$ cat src/rtl/alu_issue_ctrl.sv
// ALU issue controller: decodes an RV32 ALU/branch op, drives the ALU,
// captures its result and returns it over a valid/ready handshake.
module alu_issue_ctrl #(
    parameter int CNT_W = 16
) (
    input  logic             clk,
    input  logic             reset,
    input  logic             InValid,
    output logic             InReady,
    input  logic [6:0]       Opcode,
    input  logic [2:0]       Funct3,
    input  logic             Funct7b5,
    input  logic [31:0]      RS1,
    input  logic [31:0]      RS2,
    input  logic [31:0]      Imm,
    output logic [31:0]      A,
    output logic [31:0]      B,
    output logic [3:0]       ALUControl,
    input  logic [31:0]      ALUResult,
    input  logic             ALUZero,
    output logic             OutValid,
    input  logic             OutReady,
    output logic [31:0]      OutResult,
    output logic             BranchTaken,
    output logic             IllegalOp,
    output logic [CNT_W-1:0] OpCount
);

    localparam logic [6:0] OP_R  = 7'b0110011;
    localparam logic [6:0] OP_I  = 7'b0010011;
    localparam logic [6:0] OP_BR = 7'b1100011;

    typedef enum logic [1:0] {
        S_IDLE,
        S_EXEC,
        S_RESP
    } state_t;

    state_t      r_state;
    logic        r_br;
    logic        r_bne;
    logic        r_ill;

    logic [3:0]  w_ctrl;
    logic [31:0] w_b;
    logic        w_br;
    logic        w_bne;
    logic        w_ill;

    assign InReady = (r_state == S_IDLE);

    always_comb begin
        w_ctrl = 4'b1111;
        w_b    = RS2;
        w_br   = 1'b0;
        w_bne  = 1'b0;
        w_ill  = 1'b1;
        unique case (Opcode)
            OP_R, OP_I: begin
                w_b   = (Opcode == OP_I) ? Imm : RS2;
                w_ill = 1'b0;
                unique case (Funct3)
                    3'b000: w_ctrl = (Opcode == OP_R && Funct7b5) ?
                                     4'b0110 : 4'b0010;
                    3'b111: w_ctrl = 4'b0000;
                    3'b110: w_ctrl = 4'b0001;
                    3'b100: w_ctrl = 4'b0011;
                    3'b001: w_ctrl = 4'b1000;
                    3'b101: w_ctrl = Funct7b5 ? 4'b1010 : 4'b1001;
                    default: w_ill = 1'b1;
                endcase
            end
            OP_BR: begin
                unique case (Funct3)
                    3'b000, 3'b001: begin
                        w_ctrl = 4'b0110;
                        w_br   = 1'b1;
                        w_bne  = Funct3[0];
                        w_ill  = 1'b0;
                    end
                    default: w_ill = 1'b1;
                endcase
            end
            default: w_ill = 1'b1;
        endcase
    end

    always_ff @(posedge clk) begin
        if (reset) begin
            r_state     <= S_IDLE;
            r_br        <= 1'b0;
            r_bne       <= 1'b0;
            r_ill       <= 1'b0;
            A           <= '0;
            B           <= '0;
            ALUControl  <= 4'b0000;
            OutValid    <= 1'b0;
            OutResult   <= '0;
            BranchTaken <= 1'b0;
            IllegalOp   <= 1'b0;
            OpCount     <= '0;
        end else begin
            unique case (r_state)
                S_IDLE: begin
                    if (InValid) begin
                        A          <= RS1;
                        B          <= w_b;
                        ALUControl <= w_ctrl;
                        r_br       <= w_br;
                        r_bne      <= w_bne;
                        r_ill      <= w_ill;
                        r_state    <= S_EXEC;
                    end
                end
                S_EXEC: begin
                    // Illegal ops still complete, but never leak ALU garbage.
                    OutResult   <= r_ill ? '0 : ALUResult;
                    BranchTaken <= r_br & (ALUZero ^ r_bne);
                    IllegalOp   <= r_ill;
                    OutValid    <= 1'b1;
                    r_state     <= S_RESP;
                end
                S_RESP: begin
                    if (OutReady) begin
                        OutValid <= 1'b0;
                        OpCount  <= OpCount + CNT_W'(1);
                        r_state  <= S_IDLE;
                    end
                end
                default: r_state <= S_IDLE;
            endcase
        end
    end

endmodule
$ cat config.mk
export PLATFORM = sky130hd
export DESIGN_NAME = alu_issue_ctrl
export DESIGN_NICKNAME = d
export VERILOG_FILES = /design/src/rtl/alu_issue_ctrl.sv
export SDC_FILE = /design/constraint.sdc
export NUM_CORES = 1
export LEC_CHECK = 0
export ABC_CLOCK_PERIOD_IN_PS = 2680
export BUFFER_PORTS_ARGS = -buffer_cell sky130_fd_sc_hd__buf_2
export CAP_MARGIN = 10
export CORE_AREA = 2 2 105 107
export CTS_CLUSTER_DIAMETER = 40
export DETAILED_ROUTE_END_ITERATION = 6
export DIE_AREA = 0 0 107 109
export PLACE_DENSITY_LB_ADDON = 0.3
export SLEW_MARGIN = 10
export SYNTH_ARGS = -nofsm -noshare
export SYNTH_HDL_FRONTEND = slang
export SYNTH_SLANG_ARGS = --single-unit
$ cat constraint.sdc
create_clock -name clk -period 2.68 [get_ports clk]
set_input_delay 0.804 -clock clk [delete_from_list [all_inputs] [get_ports clk]]
set_output_delay 0.804 -clock clk [all_outputs]
set_load 0.02 [all_outputs]
Word-level counts from Yosys, hierarchy flattened. Index checks and enable logic that the tools add are counted.

Register bits after elaboration: 124. Logic and storage cells: 58. Input bits: 144. Output and inout bits: 120.

Multiplexer cells: 20. Add/subtract/negate cells: 1. Bitwise operators: 2. Reductions and logical operators: 11. Eq/ne operators: 12.

Operators with widths (count): two-way mux 32 bit (3); one-hot mux 4 bit (6 select lines) (1); adder 16 x 1 -> 16 bit, second input constant (1); == test 3 bit, second input constant (4); one-hot mux 4 bit (2 select lines) (1); AND reduction 2 bit (4); == test 7 x 5 -> 1 bit, second input constant (1); == test 7 x 6 -> 1 bit, second input constant (1); == test 7 bit, second input constant (1); two-way mux 1 bit (7); two-way mux 2 bit (3); one-hot mux 2 bit (3 select lines) (1); OR reduction 6 bit (1); two-way mux 4 bit (1); != test 2 bit, second input constant (2); one-hot mux 1 bit (2 select lines) (2); OR reduction 2 bit (2); == test 3 x 1 -> 1 bit, second input constant (1); logical NOT 3 bit (1); two-way mux 3 bit (1); == test 2 x 1 -> 1 bit, second input constant (1); == test 2 bit, second input constant (1); logical NOT 2 bit (1); nonzero test 2 bit (1); other kinds (3) (3).

Depth between registers and ports, before layout. Gate-level depths: netlist of the first run.

Word-level depth: 5. Depth in mapped cells: 6. Depth with buffers taken out: 5.

Worst setup path before layout of the first run. Ideal clock, no wire load.

Kind: input port to flip-flop. Start: in Opcode[2]. End: reg B[0]. Setup time: 0.092 ns. Path slack: 0.791 ns. Stages on the path: 6. Data required time: 2.588 ns. Data arrival time: 1.797 ns. Buffers on the path: 2. Path through: and4bb_2 > and3b_1 > buf_2 > buf_4 > nor3_1 > nor4_1.

Cells in the longest elaborated chain, start to end: 3. Elaborated cells between the ends (all ways): 5. Those cells by class: 2 x eq/ne; 2 x mux; 1 x reduce/logical.

RTL lines: start: declaration (line 10) `input logic [6:0] Opcode,`; == test 7 x 5 -> 1 bit or == test 7 x 6 -> 1 bit (tied branches) (line 58, 60); two-way mux 32 bit or OR reduction 2 bit (tied branches) (line 60, 58); two-way mux 32 bit (*) (line 58) `unique case (Opcode)`; end signal: assignment (line 107) `B <= w_b;`; end: declaration (line 17) `output logic [31:0] B,`.

Mark *: on every way between the ends. The rest lies on a longest branch, timed or not. A chain may end at the register's enable or synchronous reset.

Worst setup path in the final report of the first run.
Start: reg r_state[1]. End: out InReady.

Cells in the longest elaborated chain, start to end: 1.

RTL lines: start: declaration (line 39) `state_t r_state;`; start signal: assignment (line 90) `r_state <= S_IDLE;`; start signal: assignment (line 112) `r_state <= S_EXEC;`; start signal: assignment (line 121) `r_state <= S_RESP;`; logical NOT 2 bit (line 50) `assign InReady = (r_state == S_IDLE);`; end: declaration (line 9) `output logic InReady,`.

No other way between the ends.

==> results of run 1 <==
through the flow:
step / hold slack (ns) / cell area [sq um] / worst slack [ns] / power [mW] / cells
after floorplan: 0.4265 / 5045 / 0.7913 / 2.456 / 618
after CTS: 0.4517 / 7086 / 0.3393 / 5.341 / 1009
after global routing: 0.4687 / 7088 / 0.3068 / 5.495 / 1010
after global placement: 0.4388 / 6406 / 0.5290 / 2.712 / 977
after detailed placement: 0.4436 / 6406 / 0.4266 / 2.732 / 977
final: 0.4484 / 7088 / 0.3601 / 5.284 / 1010
cells in the mapped netlist, drive strengths merged:
library cell | number | share of area
nor2 | 89 | 0.066
xor2 | 4 | 0.0069
inv | 5 | 0.0037
or4 | 2 | 0.0030
a21oi | 74 | 0.073
xnor2 | 9 | 0.016
nand4 | 3 | 0.0037
and2 | 2 | 0.0025
o31ai | 1 | 0.0015
nor3b | 32 | 0.048
nor4 | 36 | 0.048
nand2 | 76 | 0.057
ha | 1 | 0.0025
nor3 | 68 | 0.067
o211ai | 2 | 0.0030
nand2b | 3 | 0.0037
nand3 | 11 | 0.012
a31oi | 1 | 0.0012
and3 | 1 | 0.0012
or3b | 1 | 0.0017
o21ai | 2 | 0.0020
a31o | 1 | 0.0017
buf | 27 | 0.029
mux2 | 1 | 0.0030
or2 | 1 | 0.0012
and4bb | 1 | 0.0025
nor2b | 2 | 0.0025
nor4b | 1 | 0.0017
clkbuf | 25 | 0.019
o2111a | 1 | 0.0022
nand4b | 1 | 0.0047
and4 | 1 | 0.0017
and4b | 1 | 0.0027
a211oi | 1 | 0.0015
dfxtp | 124 | 0.49
and3b | 1 | 0.0017
nand3b | 3 | 0.0045
mux2i | 2 | 0.0040
or3 | 1 | 0.0012
metal layers:
layer | track usage | routed length, um | up-vias | share of wire
met2 | 0.4286 | 7344 | 253 | 0.50
met1 | 0.2841 | 5752 | 2432 | 0.39
met5 | 0 | 27 | - | 0.0018
met3 | 0.09026 | 1275 | 39 | 0.086
li1 | - | - | 2605 | -
met4 | 0.1150 | 359 | 4 | 0.024
placed cells by master, fill, tap and decap left out, drive strengths merged, types with 2 or more instances in the layout:
cell type  count
a21oi         74
and2           2
buf          271
bufinv         6
clkbuf        19
clkinv         3
clkinvlp       3
dfxtp        124
inv            6
mux2i          2
nand2         76
nand2b         3
nand3         11
nand3b         3
nand4          3
nor2          89
nor2b          2
nor3          68
nor3b         32
nor4          36
o211ai         2
o21ai          2
or4            2
xnor2          9
xor2           4
cell families (layout without fill, tap and decap cells):
family          after synthesis  after routing  synth area share
flops                       124            124            0.4921
mux                           3              3          0.006944
simple gates                337            337            0.3378
compound gates               83             83           0.08656
buf+inv                      57            308           0.05159
fa+ha+maj                     1              1          0.002480
xor+xnor                     13             13           0.02257
other cells                   0              1                 0
state kept, by name, summed over array words and instances (netlist names):
register and count:
A 32, ALUControl 4, B 32, BranchTaken 1, IllegalOp 1, OpCount 16, OutResult 32, OutValid 1
r_bne 1, r_br 1, r_ill 1, r_state 2
area by class of cell:
class | count | area (sq um)
well taps | 140 | 175.2
fillers | 874 | 3515
diodes | 1 | 2.502
clock inverters | 13 | 237.7
multi-input cells | 437 | 2313
flip-flops and latches | 124 | 2482
inverters | 5 | 18.77
clock buffers | 19 | 441.7
repair buffers | 271 | 1416
path summary, 6_finish.rpt:
path | cells past startpoint | slack [ns] | endpoint
setup / recovery | 2 | 0.36 | InReady
hold / removal | 2 | 0.45 | ALUControl[3]
setup reg to reg | 4 | 0.74 | r_bne
hold reg to reg | 2 | 0.45 | ALUControl[3]
critical path, cell delays in order, from the launching register on:
cell and delay, ns:
dfxtp_1 0.39, nor2_1 0.36, buf_2 0.26
power groups by stage:
stage	sequential (mW)	clock (mW)	combinational, mW
6_report	2.01	2.59	0.687
5_1_grt	2.02	2.72	0.750
4_1_cts	2.01	2.64	0.689
3_5_place_dp	2.05	0	0.686
3_3_place_gp	2.04	0	0.669
2_1_floorplan	2.17	0	0.285
==> flow_summary.toml, run 1 <==
[power_and_ir_drop]
p_per_area_nw_per_um2 = 745.4
vdd_drop_max_v = 0.0003896
p_int_mw = 3.966
clockPowerShare = 0.490
p_sw_mw = 1.318
leakage_nw = 3.245
p_seq_frac = 0.380
combPwrFrac = 0.130
netSwitchingFraction = 0.2494

[placement]
gp_congestion = 0.8325
place.port_buffers = 263
dpl.hpwl_mm = 10.42

[timing]
finalSetupViolCount = 0
clock.fmax_mhz = 431.1
finalSetupTns_ns = 0
slew_violations = 0
rsz0062_at_grt = "false"
finClkSkew_ns = 0.01049
hold_viol = 0
fin_crit_ns = 2.320
relSlewSlack = 0.5166
fin_crit_sh = 0.8656
worst_pin_slew_ns = 0.7251

[setup_path]
start_kind = "register"
required_ns = 1.88
timing.rr.start = "r_state[1]"
crit_path_start = "r_state[1]"
cp.arrival_ns = 1.52
critPathMaxFanout = 7
worstSetupPathType = "reg -> out"
crit_path_end_kind = "output pin"

[clocking]
tritoncts = "yes"
cts_buffer_depth = 2
ctsHoldBuffers = 0
cts.sinks = 124
cts_setup_buffers = 0
h-tree-depth = 4
cts_root_buffer = "clkbuf_8"
cts_buffers = 17
clk_latency_ns = 0.52
cts_resized = 0
clk_pin_slew_worst_paths_ns = 0.06

[yosys]
synth-seq-cells = 124
ys_seq_area_frac = 0.4921
yosys_warnings = 0
synth.avg_cell_area_sq_um = 8.163
synthCells = 618
synth_cell_types = 43
syn_area_sq_um = 5045
synth_nets = 763

[route]
wl_per_cell_um = 14.61
antenna_left = 0
vias_per_cell = 5.280
drtIter0Drc = 331
firstDrtPassIters = 5
drc_errors = 0
vias = 5333
wirelength_mm = 14.76

[worst_hold_path]
hp-start = "ALUControl[3]"
min_path_type = "reg -> reg"

[grt]
antenna_found_initial = 3
grt_pass1_wl_mm = 23.19
grt_max_degree = 73
grt_usage = 0.2519
grt_overflow_total = 0
grt_pass1_vias = 5087

[final_layout]
nets = 1001
syn2layout_area_growth_pct = 40.50
finalCoreUtilization = 0.6685
drive_gt1_frac = 0.3613

[die]
dieWidth_um = 107
rows = 38
ioPinCount = 264
core_sq_um = 10600
start_util = 0.4758
die_area_sq_um = 11660
die-height_um = 109

[run]
cap_violations = 0

[outcome]
status = "completed"
(Power assumes the default switching activity.)
==> run 2: changes to the inputs <==
- RECOVER_POWER: default -> 100
==> flow_summary.toml, run 2 (synthesized netlist as in run 1, its figures left out) <==
[final_layout]
layout_commonest_cell = "buf_2"
n_fill_cell = 963
syn2layout_area_growth_pct = 36.06
layout_common_cells = "buf_2 (142), dfxtp_1 (124), clkbuf_1 (120)"
nets = 1001
instances_no_fill = 1010
largest_registers = "A (32), B (32), OutResult (32)"
finalCoreUtilization = 0.6474
drive_gt1_frac = 0.2186

[setup_path]
critPathMaxFanout = 68
crit_path_end_kind = "register"
worstSetupPathType = "in -> reg"
rrSetupSlack_ns = 0.38
rr_endpoint = "A[24]"
crit_end = "B[30]"
required_ns = 3.04
crit_path_start = "reset"
reg2regPathDepth = 5
cp.arrival_ns = 2.71
timing.rr.start = "r_state[1]"
start_kind = "input port"

[clocking]
h-tree-depth = 4
ctsHoldBuffers = 0
cts_setup_buffers = 0
cts.sinks = 124
tritoncts = "yes"
clk_pin_slew_worst_paths_ns = 0.06
cts_resized = 0
clk_latency_ns = 0.51
cts_buffers = 17
cts_buffer_depth = 2
cts_root_buffer = "clkbuf_8"

[grt]
grt_pass1_wl_mm = 23.19
grt_max_degree = 73
grt_overflow_total = 0
grt_pass1_vias = 5087
grt_usage = 0.2519
antenna_found_initial = 3

[timing]
worst_slack_ns = 0.3309
finalSetupViolCount = 0
clock.fmax_mhz = 425.7
finClkSkew_ns = 0.01193
rsz0062_at_grt = "false"
relSlewSlack = 0.1507
finalSetupTns_ns = 0
fin_crit_sh = 0.8765
hold_viol = 0
worst_pin_slew_ns = 1.269
fin_crit_ns = 2.349
slew_violations = 0

[placement]
gp_congestion = 0.8325
dpl.hpwl_mm = 10.42
place.port_buffers = 263
placed_cells = 977
pre_cts_ws_ns = 0.4266

[die]
ioPinCount = 264
die_area_sq_um = 11660
die-height_um = 109
dieWidth_um = 107
core_sq_um = 10600
start_util = 0.4758
rows = 38

[power_and_ir_drop]
leakage_nw = 2.708
vdd_drop_max_v = 0.0003844
p_per_area_nw_per_um2 = 764.4
p_total_mw = 5.247

[route]
drc_errors = 0
wl_per_cell_um = 14.69
antenna_left = 0
drtIter0Drc = 332
wirelength_mm = 14.84
vias_per_cell = 5.289
vias = 5342
firstDrtPassIters = 4

[outcome]
status = "completed"

[run]
cap_violations = 0

[worst_hold_path]
min_path_type = "reg -> reg"
[run 2: changes by cell type in the layout (fill, tap and decap cells not counted), moves of 2 or more]
cell / previous run / this run
buf_4: 6 / 4
buf_12: 3 / 1
clkbuf_1: 0 / 120
clkbuf_2: 0 / 3
buf_2: 262 / 142
[run 2: cell type report]
| type | instances | area [sq um] | area share |
|---|---|---|---|
| inverters | 5 | 18.77 | 0.002734 |
| clock buffers | 19 | 441.7 | 0.06435 |
| well taps | 140 | 175.2 | 0.02552 |
| multi-input cells | 437 | 2272 | 0.3310 |
| flip-flops and latches | 124 | 2482 | 0.3616 |
| diodes | 1 | 2.502 | 0.0003646 |
| repair buffers | 271 | 1234 | 0.1797 |
| clock inverters | 13 | 237.7 | 0.03463 |
[run 2: worst max-delay path, stage by stage]
cell	delay, ns
clkbuf_2	0.83
clkbuf_4	0.82
nor4_1	0.16
[run 2: routing by layer]
metal | part of all wire | routed length, um | up-vias | GRT usage
met2 | 0.49 | 7300 | 241 | 0.4286
met1 | 0.40 | 5937 | 2448 | 0.2841
met4 | 0.021 | 315 | 4 | 0.1150
met3 | 0.085 | 1255 | 34 | 0.09026
li1 | - | - | 2615 | -
met5 | 0.0018 | 27 | - | 0
[run 2: through the flow]
| stage | hold WS [ns] | area, sq um |
|---|---|---|
| after floorplan | 0.4265 | 5045 |
| after global placement | 0.4388 | 6406 |
| after detailed placement | 0.4436 | 6406 |
| after CTS | 0.4517 | 7086 |
| after global routing | 0.4700 | 6864 |
| final | 0.4496 | 6864 |
[run 2: worst min path at each step]
stage	start	to	slack, ns	cells past startpoint
final	r_br	r_br	0.45	2
after global placement	A[27]	A[27]	0.44	2
after global routing	A[3]	A[3]	0.47	2
after floorplan	r_br	r_br	0.43	2
after CTS	A[30]	A[30]	0.45	2
after detailed placement	A[30]	A[30]	0.44	2
[run 2: where the power goes]
part           leakage [nW]  switching (mW)  internal [mW]
registers              1.02          0.0599           1.95
clock network         0.321           0.830           1.75
logic                  1.37           0.426          0.224
total                  2.71            1.32           3.93
==> run 3: changes to the inputs <==
- ABC_CLOCK_PERIOD_IN_PS: 2680 -> 2800
- SETUP_SLACK_MARGIN: default -> 0.4
- SKIP_LAST_GASP: default -> 1
- clock period: 2.68 -> 2.8 ns (I/O delays scaled with it)
==> flow_summary.toml, run 3 (synthesized netlist as in run 1, its figures left out) <==
[outcome]
status = "complete, but fails checks"
violations = "max-capacitance violations, max-slew violations"

[setup_path]
required_ns = 3.10
path_buf_inv = 2
cp_slowest_cell = "buf_2"
start_kind = "input port"
critPathMaxFanout = 93
crit_path_end_kind = "register"
cp_cell_sequence = "buf_4 > buf_2 > nor4_1"
crit_family = "buffers and inverters"
cp.arrival_ns = 2.67
worstSetupPathType = "in -> reg"
max_stage_delay_ns = 1.27

[route]
antenna_left = 0
vias = 5179
wirelength_mm = 14.54
wl_per_cell_um = 14.41
drc_errors = 0
vias_per_cell = 5.133
drtIter0Drc = 346
firstDrtPassIters = 4

[final_layout]
syn2layout_area_growth_pct = 33.93
nets = 1001
drive_gt1_frac = 0.2186
layout_common_cells = "buf_2 (143), dfxtp_1 (124), clkbuf_1 (121)"
num_antenna_cells = 0
instances_no_fill = 1009
largest_registers = "A (32), B (32), OutResult (32)"
layout_commonest_cell = "buf_2"

[die]
core_sq_um = 10600
die_area_sq_um = 11660
die-height_um = 109
dieWidth_um = 107
ioPinCount = 264
start_util = 0.4758
rows = 38

[clocking]
ctsHoldBuffers = 0
h-tree-depth = 4
cts_setup_buffers = 0
tritoncts = "yes"
cts_resized = 0
cts.sinks = 124
cts_buffer_depth = 2
cts_root_buffer = "clkbuf_8"
clk_pin_slew_worst_paths_ns = 0.06
clk_latency_ns = 0.50
cts_buffers = 17

[placement]
gp_congestion = 0.8318
place.port_buffers = 263
placed_cells = 977
pre_cts_ws_ns = 0.4913
dpl.hpwl_mm = 10.36

[grt]
grt_max_degree = 94
grt_pass1_wl_mm = 23.19
grt_usage = 0.2498
antenna_found_initial = 0
grt_pass1_vias = 5031
grt_overflow_total = 0

[timing]
hold_viol = 0
rsz0062_at_grt = "false"
relSlewSlack = -0.1199
clock.fmax_mhz = 422.0
finalSetupViolCount = 0
slew_violations = 94
fin_crit_sh = 0.8463
worst_pin_slew_ns = 1.680
fin_crit_ns = 2.370
finClkSkew_ns = 0.01070
finalSetupTns_ns = 0
worst_slack_ns = 0.4303

[power_and_ir_drop]
leakage_nw = 2.655
vdd_drop_max_v = 0.0004197
p_per_area_nw_per_um2 = 676.0

[run]
cap_violations = 1

[worst_hold_path]
min_path_type = "reg -> reg"
==> run 3: changes by cell type in the layout (fill, tap and decap cells not counted) <==
| cell | change |
|---|---|
| nand2b_1 | -1 |
| clkbuf_2 | -2 |
| clkbuf_4 | -1 |
| buf_12 | +1 |
| nand2b_2 | +1 |
| clkbuf_1 | +1 |
| clkinv_4 | +1 |
| buf_2 | +1 |
| bufinv_16 | -5 |
| diode_2 | -1 |
| clkinvlp_4 | +1 |
| clkinv_2 | +3 |
==> run 3: per-stage QoR <==
stage / util / cell area [sq um] / hold WS, ns / power [mW]
CTS: 0.6582 / 6979 / 0.4519 / 4.643
detailed placement: 0.6054 / 6419 / 0.4447 / 2.617
global route: 0.6372 / 6756 / 0.4754 / 4.768
floorplan: - / 5045 / 0.4265 / 2.350
finish: 0.6372 / 6756 / 0.4499 / 4.568
global placement: 0.6054 / 6419 / 0.4381 / 2.599
==> run 3: final cells by class <==
type / count / area, sq um
Clock buffer: 19 / 441.7
Clock inverter: 13 / 118.9
Fill cell: 986 / 3846
Inverter: 5 / 18.77
Multi-Input combinational cell: 437 / 2275
Sequential cell: 124 / 2482
Tap cell: 140 / 175.2
Timing Repair Buffer: 271 / 1245
==> run 3: worst reg2reg max path, cell delays in order, from the launching register on <==
cell      delay (ns)
dfxtp_1         0.43
nor2_1          0.15
nand2_2         0.73
clkbuf_1        0.49
nor3_1          0.12
nor4_1          0.28
==> run 3: routing by layer <==
metal	vias to the layer above	part of all wire	global-route usage
met3	29	0.071	0.08488
li1	2605	-	-
met4	0	0.026	0.1132
met2	186	0.49	0.4140
met5	-	0	0
met1	2359	0.42	0.2940
==> run 3: power by group <==
| group | leakage, nW | internal, mW | total (mW) | switching, mW |
|---|---|---|---|---|
| registers | 1.02 | 1.87 | 1.93 | 0.0589 |
| clock network | 0.266 | 1.23 | 2.02 | 0.792 |
| logic | 1.37 | 0.218 | 0.622 | 0.404 |
==> run 3: path summary, 6_finish.rpt <==
| check | start | endpoint | slack [ns] | depth (start not counted) |
|---|---|---|---|---|
| worst max-delay path | reset | B[14] | 0.43 | 3 |
| worst min-delay path | BranchTaken | BranchTaken | 0.45 | 2 |
| worst max register to register | r_state[1] | B[6] | 0.50 | 5 |
| worst min register to register | BranchTaken | BranchTaken | 0.45 | 2 |
